## src/rtl/debounce_multi.sv

```systemverilog
// debounce_multi: N-channel push-button conditioner.
// Each channel synchronises its raw pin, debounces it into a clean level and
// classifies it into press / release / long-press pulses. Channels share no state.
// Optional auto-repeat in the long-press state: define DEBOUNCE_REPEAT_EN.
// Without it, repeat_pulse is tied low and all other behaviour is unchanged.
//
// Hold FSM (per channel):
//   state   | meaning
//   IDLE    | button released (debounced level 0)
//   HELD    | pressed, timing toward long press
//   LONG    | long press reported; waits for release (auto-repeats if enabled)

module debounce_multi #(
    parameter int N             = 4,
    parameter int CLK_HZ        = 100000000,
    parameter int DEBOUNCE_MS   = 10,
    parameter int LONG_MS       = 1000,
    parameter int REPEAT_MS     = 200,
    parameter bit IN_ACTIVE_LOW = 1'b0
) (
    input  logic         clk,
    input  logic         rst_n,
    input  logic [N-1:0] btn_in,
    output logic [N-1:0] btn_level,
    output logic [N-1:0] press_pulse,
    output logic [N-1:0] release_pulse,
    output logic [N-1:0] long_pulse,
    output logic [N-1:0] repeat_pulse
);

    localparam int DB_CYC   = CLK_HZ / 1000 * DEBOUNCE_MS;
    localparam int LONG_CYC = CLK_HZ / 1000 * LONG_MS;
    localparam int DB_W     = $clog2(DB_CYC + 1);
    localparam int HOLD_W   = $clog2(LONG_CYC + 1);

    localparam logic [DB_W-1:0]   DB_LAST   = DB_W'(DB_CYC - 1);
    localparam logic [HOLD_W-1:0] HOLD_LAST = HOLD_W'(LONG_CYC - 1);

    localparam logic [1:0] ST_IDLE = 2'd0;
    localparam logic [1:0] ST_HELD = 2'd1;
    localparam logic [1:0] ST_LONG = 2'd2;

    for (genvar i = 0; i < N; i++) begin : g_ch
        logic [1:0]        sync_q;
        logic              s;
        logic [DB_W-1:0]   db_cnt;
        logic              level_q;
        logic              db_fire;
        logic              rise;
        logic              fall;
        logic              press_q;
        logic              release_q;
        logic [1:0]        state;
        logic [HOLD_W-1:0] hold_cnt;
        logic              long_fire;
        logic              long_q;
        logic              rep_q;

        // Two-flop synchroniser; resets to the idle pin value so reset reads as "not pressed".
        always_ff @(posedge clk or negedge rst_n) begin
            if (!rst_n) begin
                sync_q <= {2{IN_ACTIVE_LOW}};
            end else begin
                sync_q <= {sync_q[0], btn_in[i]};
            end
        end

        assign s       = sync_q[1] ^ IN_ACTIVE_LOW;
        assign db_fire = (s != level_q) && (db_cnt == DB_LAST);
        assign rise    = db_fire && s;
        assign fall    = db_fire && !s;

        // Debounce window: any cycle agreeing with the current level restarts it.
        always_ff @(posedge clk or negedge rst_n) begin
            if (!rst_n) begin
                db_cnt    <= '0;
                level_q   <= 1'b0;
                press_q   <= 1'b0;
                release_q <= 1'b0;
            end else begin
                press_q   <= rise;
                release_q <= fall;
                if (s == level_q) begin
                    db_cnt <= '0;
                end else if (db_fire) begin
                    db_cnt  <= '0;
                    level_q <= s;
                end else begin
                    db_cnt <= db_cnt + 1'b1;
                end
            end
        end

        // Release has priority over a long press landing in the same cycle.
        assign long_fire = (state == ST_HELD) && (hold_cnt == HOLD_LAST) && !fall;

        // Hold FSM and hold timer; the timer freezes once LONG is reached.
        always_ff @(posedge clk or negedge rst_n) begin
            if (!rst_n) begin
                state    <= ST_IDLE;
                hold_cnt <= '0;
                long_q   <= 1'b0;
            end else begin
                long_q <= long_fire;
                case (state)
                    ST_IDLE: begin
                        hold_cnt <= '0;
                        if (rise) begin
                            state <= ST_HELD;
                        end
                    end
                    ST_HELD: begin
                        if (fall) begin
                            state    <= ST_IDLE;
                            hold_cnt <= '0;
                        end else if (hold_cnt == HOLD_LAST) begin
                            state <= ST_LONG;
                        end else begin
                            hold_cnt <= hold_cnt + 1'b1;
                        end
                    end
                    ST_LONG: begin
                        if (fall) begin
                            state    <= ST_IDLE;
                            hold_cnt <= '0;
                        end
                    end
                    default: begin
                        state    <= ST_IDLE;
                        hold_cnt <= '0;
                    end
                endcase
            end
        end

`ifdef DEBOUNCE_REPEAT_EN
        localparam int REP_CYC = CLK_HZ / 1000 * REPEAT_MS;
        localparam int REP_W   = $clog2(REP_CYC + 1);
        localparam logic [REP_W-1:0] REP_LAST = REP_W'(REP_CYC - 1);

        logic [REP_W-1:0] rep_cnt;
        logic             rep_fire;

        assign rep_fire = (state == ST_LONG) && (rep_cnt == '0) && !fall;

        // Repeat down-counter: loaded on the long press, reloaded on every repeat.
        always_ff @(posedge clk or negedge rst_n) begin
            if (!rst_n) begin
                rep_cnt <= '0;
                rep_q   <= 1'b0;
            end else begin
                rep_q <= rep_fire;
                if (long_fire) begin
                    rep_cnt <= REP_LAST;
                end else if (state == ST_LONG) begin
                    rep_cnt <= (rep_cnt == '0) ? REP_LAST : rep_cnt - 1'b1;
                end
            end
        end
`else
        assign rep_q = 1'b0;
`endif

        assign btn_level[i]     = level_q;
        assign press_pulse[i]   = press_q;
        assign release_pulse[i] = release_q;
        assign long_pulse[i]    = long_q;
        assign repeat_pulse[i]  = rep_q;
    end

endmodule

```

## config.mk

```make
export PLATFORM = sky130hd
export DESIGN_NAME = debounce_multi
export DESIGN_NICKNAME = d
export VERILOG_FILES = /design/src/rtl/debounce_multi.sv
export SDC_FILE = /design/constraint.sdc
export NUM_CORES = 1
export LEC_CHECK = 0
export CORE_MARGIN = 3
export CORE_UTILIZATION = 57
export CTS_CLUSTER_DIAMETER = 100
export DETAILED_ROUTE_END_ITERATION = 8
export GPL_TIMING_DRIVEN = 0
export PLACE_DENSITY = 0.76
export SLEW_MARGIN = 20
export SYNTH_ARGS = -nofsm -noshare
export SYNTH_HDL_FRONTEND = slang
export SYNTH_SLANG_ARGS = --single-unit
```

## constraint.sdc

```tcl
create_clock -name clk -period 2.49 [get_ports clk]
set_input_delay 0.249 -clock clk [delete_from_list [all_inputs] [get_ports clk]]
set_output_delay 0.249 -clock clk [all_outputs]
set_load 0.02 [all_outputs]
```

==> results of run 1 <==
-- per-layer routing --
layer  up-vias  routed length [um]
met5         -                   0
met4         0                 567
met3        53                1488
met2       308               12970
met1      4976               12490
li1       4909                   -
-- cells in the mapped netlist (34+ instances only) --
library cell and count:
nand4_1 49, dfrtp_1 220, nor2_1 136, clkbuf_1 38, xnor2_1 51, a31oi_1 36, nand3_1 99, inv_1 34
nand2_1 99, o21ai_0 41, nor3_1 54, and3_1 34
-- kinds of logic (layout without fill, tap and decap cells) --
family,count (synthesis),count (layout)
other,1,4
XOR/XNOR,78,78
flip-flops,220,220
buffers and inverters,108,176
AND/OR/NAND/NOR,657,657
AO/OA/AOI/OAI,220,220
multiplexers,6,6
adder cells (fa/ha/maj),8,8
-- sequential cells by signal (all words and copies together), names as in the netlist --
register,cells
g_ch.level_q,4
g_ch.db_cnt,80
g_ch.sync_q,8
g_ch.hold_cnt,108
g_ch.long_q,4
g_ch.press_q,4
g_ch.state,8
g_ch.release_q,4
-- timing repair --
action | CTS | global route
hold buffers | 1 | 0
buffers inserted | 2 | 5
endpoints found under the setup margin | 142 | 149
gates resized for setup | 32 | 45
pin swaps | 1 | 4
hold endpoints to repair | 49 | 0
-- critical path, stage by stage (launching register included) --
cell and delay, ns:
dfrtp_1 0.42, or4b_4 0.58, or2_2 0.33, or4_1 0.42, buf_6 0.17, nand2_8 0.07, inv_4 0.05, a211o_1 0.28
-- layout make-up --
| type | count | area, um2 |
|---|---|---|
| Buffer | 66 | 377.9 |
| Clock buffer | 33 | 715.7 |
| Clock inverter | 11 | 157.7 |
| Fill cell | 1639 | 6620 |
| Inverter | 35 | 133.9 |
| Multi-Input combinational cell | 973 | 6247 |
| Sequential cell | 220 | 5507 |
| Tap cell | 270 | 337.8 |
| Timing Repair Buffer | 31 | 332.8 |
-- how the worst min path moves through the flow --
stage | startpoint | end | slack [ns] | cells after the start
final | btn_in[3] | g_ch[3].sync_q[0] | 0.17 | 1
after CTS | btn_in[2] | g_ch[2].sync_q[0] | 0.16 | 1
after global routing | btn_in[3] | g_ch[3].sync_q[0] | 0.15 | 1
after detailed placement | rst_n | g_ch[3].hold_cnt[19] | 0.19 | 1
after global placement | g_ch[2].sync_q[0] | g_ch[2].sync_q[1] | 0.33 | 0
after floorplan | rst_n | g_ch[0].db_cnt[0] | -0.05 | 0
-- stage by stage --
| step | cell area, um2 | setup WS (ns) |
|---|---|---|
| 2_1_floorplan | 12010 | 0.07962 |
| 3_3_place_gp | 12560 | -8.098 |
| 3_5_place_dp | 12620 | -0.4548 |
| 4_1_cts | 13660 | -0.04050 |
| 5_1_grt | 13810 | -0.03055 |
| 6_report | 13810 | 0.04874 |
-- power breakdown --
part | total (mW) | internal, mW | switching, mW
logic | 0.165 | 0.0508 | 0.115
registers | 3.62 | 3.60 | 0.0230
clock network | 3.89 | 2.42 | 1.47
==> metrics.md, run 1 <==
| Metric | Value |
|---|---|
| Maximum vdd drop | 0.0005438 V |
| Final-stage net count | 1365 |
| Worst hold path type | in2reg |
| Core area | 20430 um2 |
| Number of synthesized flops with an enable pin | 0 |
| # diodes | 0 |
| GRT Total Usage | 24.52% |
| Fmax | 0.4096 GHz |
| Die H | 151.1 um |
| Tot Pwr | 7.679 mW |
| Proportion of synthesized area in mux cells | 0.5213% |
| End of the critical path | g_ch[0].hold_cnt[23] |
| Rel. slew slack | 46.10% |
| First-pass GRT wire length | 47310 um |
| Vias in the first global route | 9786 |
| Clk slew on worst S/H paths | 0.07 ns |
| IO Port Bufs | 21 |
| Simple logic cell fraction of the synthesized area | 29.81% |
| Xor-xnor portion of the synthesized cell area | 5.692% |
| Crit path DAT | 2.84 ns |
| Post-synth top area cell | dfrtp_1 |
| Grt met3 use | 3.770% |
| Root Buffer | clkbuf_16 |
| Setup CP Type | reg2reg |
| Worst Setup End Kind | flip-flop |
| Cell variety after synth | 72 |
| Number of vias per cell | 6.251 |
| Status | finished, final reports clean |
| Final clock skew | 0.01238 ns |
| H-tree levels | 1 |
| Reg2Reg Setup Slack | 0.05 ns |
| Synth top area share | 45.87% |
| Pin count of the biggest net entering global routing | 97 |
| Finished Layout Cells | 1639 |
| Die W | 151.1 um |
| M2 GR Usage | 39.50% |
| Setup TNS | 0 ns |
| Clock tree buffer depth | 3 |
| Reg-to-reg critical path startpoint | g_ch[0].db_cnt[8] |
| Area contributors post-synth | dfrtp_1, nor2_1, nand3_1 |
| Ys flop type | dfrtp_1 |
| Sequential-to-total area share from yosys stat | 45.87% |
| CP required | 2.89 ns |
| R2R Path End | g_ch[0].hold_cnt[23] |
| Die Area | 22830 um2 |
| Commonest cells after routing, fill and taps aside | dfrtp_1, nor2_1, nand2_1 |
| Number of synthesized register bits | 220 |
| CTS tree | yes |
| Area delta synth->final | 15.06% |
| Total Wirelength | 27520 um |
| DR iter-0 viols | 703 |
| Fin. max-slew vios | 0 |
| Post-route ant nets | 0 |
| Gr ovfl total | 0 |
| Initial antenna violation count | 0 |
| GRT met1 Usage | 35.21% |
| Compound-Gate Fraction of Synth Area | 12.98% |
| Routability Congestion | 0.9152 |
| CP startpoint kind | flip-flop |
| Final Setup Violations | 0 |
| Synth warn | 0 |
| WHS | 0.1663 ns |
| Synth Area per Inst | 9.246 um2 |
| Final core utilization | 67.60% |
| Placed cell count | 1594 |
| Worst skew pair latency | 0.52 ns |
| Routed len/inst | 16.79 um |
| Pre-antenna DRT Iters | 7 |
| Share of layout cells above drive strength 1 | 10.74% |
| Post-synthesis cell area | 12000 um2 |
| Initial Util | 58.75% |
| Residual DRC | 0 |
| Synth Area in Adders | 0.8340% |
| Worst-path fanout max | 7 |
| Worst-margin pin slew | 0.8011 ns |
| DP HPWL | 18150 um |
| PD cells | 556.1 nW/um2 |
| Vias | 10250 |
| Crit path from | g_ch[0].db_cnt[8] |
| Max_cap viols | 0 |
| CTS Sinks | 220 |
| Final Hold Viols | 0 |
| Min Tclk post-route | 2.441 ns |
| Most common cell after layout, fill and taps aside | dfrtp_1 |
| Post-synthesis cell count | 1298 |
| Most used routing layer | met2 |
| FF-to-FF path depth | 7 |
| Std-Cell Rows | 52 |
| Main combinational cell family by area after synthesis | simple AND/OR/NAND/NOR gates |
| CTS buffer count | 24 |
| Lkg Pwr | 5.709 nW |
| Num ports | 26 |
| Final Cycle Share | 98.04% |
| Post-synth ARST share | 100.0% |
Note: power is estimated with default switching activity, not from simulation.
==> run 2: changes to the inputs <==
CORE_MARGIN = 5   (was 3)
==> run 2 against run 1 <==
Maximum frequency increased by 0.15%; die area rose by 5.4%; critical endpoint unchanged; first-iteration DRC count is 6.5% higher.
==> metrics.md, run 2 (same netlist as run 1, synthesis figures left out) <==
| Metric | Value |
|---|---|
| Status | finished, final reports clean |
| Lkg Pwr | 5.714 nW |
| Worst hold path type | in2reg |
| Fillers | 1693 |
| Std-Cell Rows | 53 |
| DR iter-0 viols | 749 |
| Maximum vdd drop | 0.0004810 V |
| Residual DRC | 0 |
| Clock power frac | 49.7% |
| Total Wirelength | 27250 um |
| Min Tclk post-route | 2.438 ns |
| CTS buffer count | 24 |
| Critical path cell sequence | or4b_4, or2_2, or4_4, buf_6, nand2_8, inv_4, a211o_1 |
| Net Sw Frac | 20.76% |
| Root Buffer | clkbuf_16 |
| Rel. slew slack | 47.97% |
| Num ports | 26 |
| Gr ovfl total | 0 |
| Pin count of the biggest net entering global routing | 100 |
| Crit path DAT | 2.83 ns |
| Initial antenna violation count | 0 |
| Vias | 10240 |
| GRT Total Usage | 22.62% |
| H-tree levels | 1 |
| Max reg flops | 108 |
| Vias in the first global route | 9886 |
| First-pass GRT wire length | 46980 um |
| Worst Setup End Kind | flip-flop |
| Setup CP Type | reg2reg |
| Fin. max-slew vios | 0 |
| Final-stage net count | 1369 |
| Post-route ant nets | 0 |
| Die W | 155.1 um |
| CTS tree | yes |
| CP required | 2.88 ns |
| Final Hold Viols | 0 |
| Core area | 20890 um2 |
| Share of layout cells above drive strength 1 | 11.36% |
| Clk slew on worst S/H paths | 0.06 ns |
| DP HPWL | 18090 um |
| Number of vias per cell | 6.214 |
| Tot Pwr | 7.517 mW |
| Die H | 155.1 um |
| CP startpoint kind | flip-flop |
| Area after DPL | 12630 um2 |
| Reg2Reg Setup Slack | 0.05 ns |
| Logic pwr share | 2.1% |
| Final Cycle Share | 97.89% |
| Crit-path max cell delay | 0.58 ns |
| Area delta synth->final | 15.19% |
| # diodes | 0 |
| Most common cell after layout, fill and taps aside | dfrtp_1 |
| Final Setup Violations | 0 |
| IO Port Bufs | 21 |
| Slowest CP cell | or4b_4 |
| Clock tree buffer depth | 3 |
| Net switching power | 1.561 mW |
| Worst skew pair latency | 0.51 ns |
| Design Area, Final | 13820 um2 |
| Sequential share of power | 48.2% |
| WHS | 0.1712 ns |
| Final clock skew | 0.009342 ns |
| Max_cap viols | 0 |
| Most flop-heavy register | g_ch.hold_cnt |
| PD cells | 543.7 nW/um2 |
| Routability Congestion | 0.8972 |
| CTS Sinks | 220 |
| Routed len/inst | 16.53 um |
| Fmax | 0.4102 GHz |
| Die Area | 24060 um2 |
| Largest regs | g_ch.hold_cnt: 108 flops, g_ch.db_cnt: 80 flops |
| Pre-antenna DRT Iters | 9 |
| Internal Pwr Total | 5.956 mW |
| Worst-path fanout max | 6 |
| Worst-margin pin slew | 0.7733 ns |
| Initial Util | 57.45% |
| Commonest cells after routing, fill and taps aside | dfrtp_1, nor2_1, nand2_1 |
==> run 2: power groups by stage <==
stage	Combinational, mW	Sequential, mW	Clock (mW)
3_5_place_dp	0.160	3.68	0
5_1_grt	0.190	3.62	3.98
3_3_place_gp	0.146	3.69	0
6_report	0.161	3.62	3.73
4_1_cts	0.166	3.62	3.81
2_1_floorplan	0.0550	3.68	0
==> run 2: path summary, 6_finish.rpt <==
kind	end	cells after the start	start
min reg2reg	g_ch[1].sync_q[1]	0	g_ch[1].sync_q[0]
min in group asynchronous	g_ch[3].hold_cnt[22]	2	rst_n
max in group asynchronous	g_ch[2].db_cnt[12]	3	rst_n
max reg2reg	g_ch[0].hold_cnt[23]	7	g_ch[0].db_cnt[8]
min	g_ch[3].sync_q[0]	1	btn_in[3]
max	g_ch[0].hold_cnt[23]	7	g_ch[0].db_cnt[8]
==> run 2: per-stage QoR <==
| stage | utilization [%] | cells | TNS, ns | worst slack [ns] |
|---|---|---|---|---|
| floorplan | - | 1301 | 0 | 0.07962 |
| global placement | 60.16 | 1597 | -1807.56 | -8.182 |
| detailed placement | 60.45 | 1599 | -15.75 | -0.4582 |
| CTS | 65.31 | 1643 | 0 | 0.003295 |
| global route | 66.18 | 1648 | -0.003096 | -0.002372 |
| finish | 66.18 | 1648 | 0 | 0.05245 |
==> run 2: repair_timing <==
action / CTS / global route
hold buffers: 1 / 0
endpoints found under the hold margin: 68 / 0
cloned: 0 / 0
gates resized for setup: 33 / 43
setup endpoints to repair: 151 / 134
pin swaps: 2 / 5
setup buffers: 2 / 8
==> run 2: critical path: cells and delay by family, from the launching register on <==
kind / cells / cell delay, ns
DFF: 1 / 0.43
AOI/OAI and AO/OA: 1 / 0.28
and+or+nand+nor: 4 / 1.39
buffers and inverters: 2 / 0.21
==> run 2: routing by layer <==
metal / up-vias / wire [um] / global-route usage [%]
li1: 4922 / - / -
met1: 5007 / 12410 / 32.21
met2: 268 / 13060 / 36.76
met3: 44 / 1213 / 2.865
met4: 0 / 563 / 6.308
met5: - / 0 / 0
==> run 2: final cells by class <==
type	instances	area (um2)	share of cell area [%]
Sequential cell	220	5508	39.84
Tap cell	275	344.1	2.489
Clock buffer	39	808.3	5.847
Inverter	35	133.9	0.9684
Clock inverter	5	50.05	0.3620
Timing Repair Buffer	34	352.8	2.552
Multi-Input combinational cell	973	6236	45.11
Buffer	67	391.6	2.833
==> run 3: changes to the inputs <==
SLEW_MARGIN = 40   (was 20)
==> run 3 against run 2 <==
Global-route usage is 0.21 points higher; via count is 0.35% lower; count of clock-buffer cells in the layout is 5 lower; largest power group is now registers.
==> metrics.md, run 3 (same netlist as run 1, synthesis figures left out) <==
| Metric | Value |
|---|---|
| Final-stage net count | 1368 |
| Max_cap viols | 0 |
| Sequential Area | 5507 um2 |
| Total Wirelength | 27520 um |
| GRT Total Usage | 22.82% |
| Routed len/inst | 16.71 um |
| Area delta synth->final | 14.90% |
| Rel. slew slack | 51.15% |
| Root Buffer | clkbuf_16 |
| Die Area | 24060 um2 |
| Worst-path fanout max | 10 |
| Commonest cells after routing, fill and taps aside | dfrtp_1, nor2_1, nand2_1 |
| Design Area, Final | 13790 um2 |
| CTS tree | yes |
| Logic pwr share | 2.3% |
| DR iter-0 viols | 755 |
| Max reg flops | 108 |
| Share of layout cells above drive strength 1 | 11.01% |
| Clock tree buffer depth | 3 |
| Fmax | 0.4105 GHz |
| Multi-input gate area | 6271 um2 |
| Vias | 10210 |
| Maximum vdd drop | 0.0005179 V |
| Worst-margin pin slew | 0.7261 ns |
| Pre-antenna DRT Iters | 6 |
| Clk slew on worst S/H paths | 0.06 ns |
| Residual DRC | 0 |
| Worst skew pair latency | 0.51 ns |
| CTS buffer count | 24 |
| Clock power frac | 48.2% |
| DP HPWL | 18130 um |
| CP startpoint kind | flip-flop |
| Initial Util | 57.45% |
| Routability Congestion | 0.8972 |
| Status | finished, final reports clean |
| Internal Pwr Total | 5.755 mW |
| Final Hold Viols | 0 |
| Std-Cell Rows | 53 |
| Final clock skew | 0.01114 ns |
| IO Port Bufs | 21 |
| Most common cell after layout, fill and taps aside | dfrtp_1 |
| PD cells | 530.3 nW/um2 |
| Most flop-heavy register | g_ch.hold_cnt |
| Fillers | 1724 |
| Worst Setup End Kind | flip-flop |
| Die H | 155.1 um |
| Gr ovfl total | 0 |
| CP required | 2.91 ns |
| Final Setup Violations | 0 |
| Largest regs | g_ch.hold_cnt: 108 flops, g_ch.db_cnt: 80 flops |
| Net switching power | 1.557 mW |
| Num ports | 26 |
| Min Tclk post-route | 2.436 ns |
| Fin. max-slew vios | 0 |
| Worst hold path type | in2reg |
| Vias in the first global route | 9867 |
| Final Cycle Share | 97.84% |
| H-tree levels | 1 |
| First-pass GRT wire length | 47190 um |
| Sequential share of power | 49.5% |
| Setup CP Type | reg2reg |
| # diodes | 0 |
| Die W | 155.1 um |
| Unrepaired setup endpoints after global routing | yes |
| Setup TNS | 0 ns |
| Initial antenna violation count | 0 |
| Pin count of the biggest net entering global routing | 60 |
| Net Sw Frac | 21.29% |
| Number of vias per cell | 6.196 |
| Area after DPL | 12670 um2 |
| Lkg Pwr | 5.687 nW |
| CTS Sinks | 220 |
| Post-route ant nets | 0 |
| Core area | 20890 um2 |
| Crit path DAT | 2.85 ns |
| WHS | 0.1642 ns |
-- run 3: cell types whose count changed in the layout (fill, tap and decap cells not counted), moves of 2 or more --
cell,previous run,this run
nor4_2,7,5
clkbuf_8,13,2
buf_2,9,11
clkbuf_4,5,3
buf_4,33,30
nor4_4,4,6
clkinv_2,4,8
clkbuf_1,18,25
-- run 3: repair_timing --
item,in CTS,in global routing
pin swaps,2,8
hold buffers,1,0
setup endpoints to repair,147,136
gates cloned,0,1
hold endpoints to repair,50,0
buffers inserted,2,5
resized for setup,27,52
-- run 3: power by group through the flow --
stage               logic [mW]  registers (mW)  clock network [mW]
floorplan               0.0550            3.68                   0
global placement         0.146            3.69                   0
detailed placement       0.166            3.68                   0
CTS                      0.170            3.62                3.59
global route             0.196            3.62                3.76
finish                   0.168            3.62                3.52
-- run 3: path summary, 6_finish.rpt --
path / start / endpoint / slack, ns / cells past startpoint
worst max register to register: g_ch[3].hold_cnt[8] / g_ch[3].hold_cnt[23] / 0.05 / 6
min in group asynchronous: rst_n / g_ch[3].hold_cnt[22] / 0.25 / 2
worst min-delay path: btn_in[1] / g_ch[1].sync_q[0] / 0.16 / 1
worst min register to register: g_ch[0].sync_q[0] / g_ch[0].sync_q[1] / 0.34 / 0
worst max-delay path: g_ch[3].hold_cnt[8] / g_ch[3].hold_cnt[23] / 0.05 / 6
max in group asynchronous: rst_n / g_ch[0].sync_q[1] / 1.31 / 4
-- run 3: area by class of cell --
cell class	instances	share of cell area (%)
Multi-Input combinational cell	973	45.48
Sequential cell	220	39.93
Clock buffer	34	4.927
Buffer	67	2.822
Timing Repair Buffer	33	2.649
Tap cell	275	2.495
Inverter	35	0.9709
Clock inverter	10	0.7259
-- run 3: critical path, cell delays in order (launching register included) --
cell	delay [ns]
dfrtp_1	0.46
or4b_1	0.59
nor4_4	0.37
a41o_2	0.37
nand2_1	0.14
buf_4	0.20
a31oi_1	0.21
-- run 3: through the flow --
| step | std cells | setup WS [ns] | power [mW] | utilization (%) |
|---|---|---|---|---|
| CTS | 1643 | -0.03503 | 7.378 | 65.00 |
| detailed placement | 1600 | -0.4576 | 3.849 | 60.64 |
| global placement | 1597 | -8.182 | 3.832 | 60.16 |
| finish | 1647 | 0.05369 | 7.312 | 66.01 |
| global route | 1647 | -0.01215 | 7.574 | 66.01 |
| floorplan | 1301 | 0.07962 | 3.734 | - |
-- run 3: metal layers --
| layer | global-route usage (%) | up-vias | share of wire (%) |
|---|---|---|---|
| met2 | 36.43 | 274 | 48 |
| met4 | 7.401 | 0 | 2.3 |
| li1 | - | 4907 | - |
| met3 | 3.199 | 57 | 5.0 |
| met5 | 0 | - | 0 |
| met1 | 32.44 | 4967 | 45 |
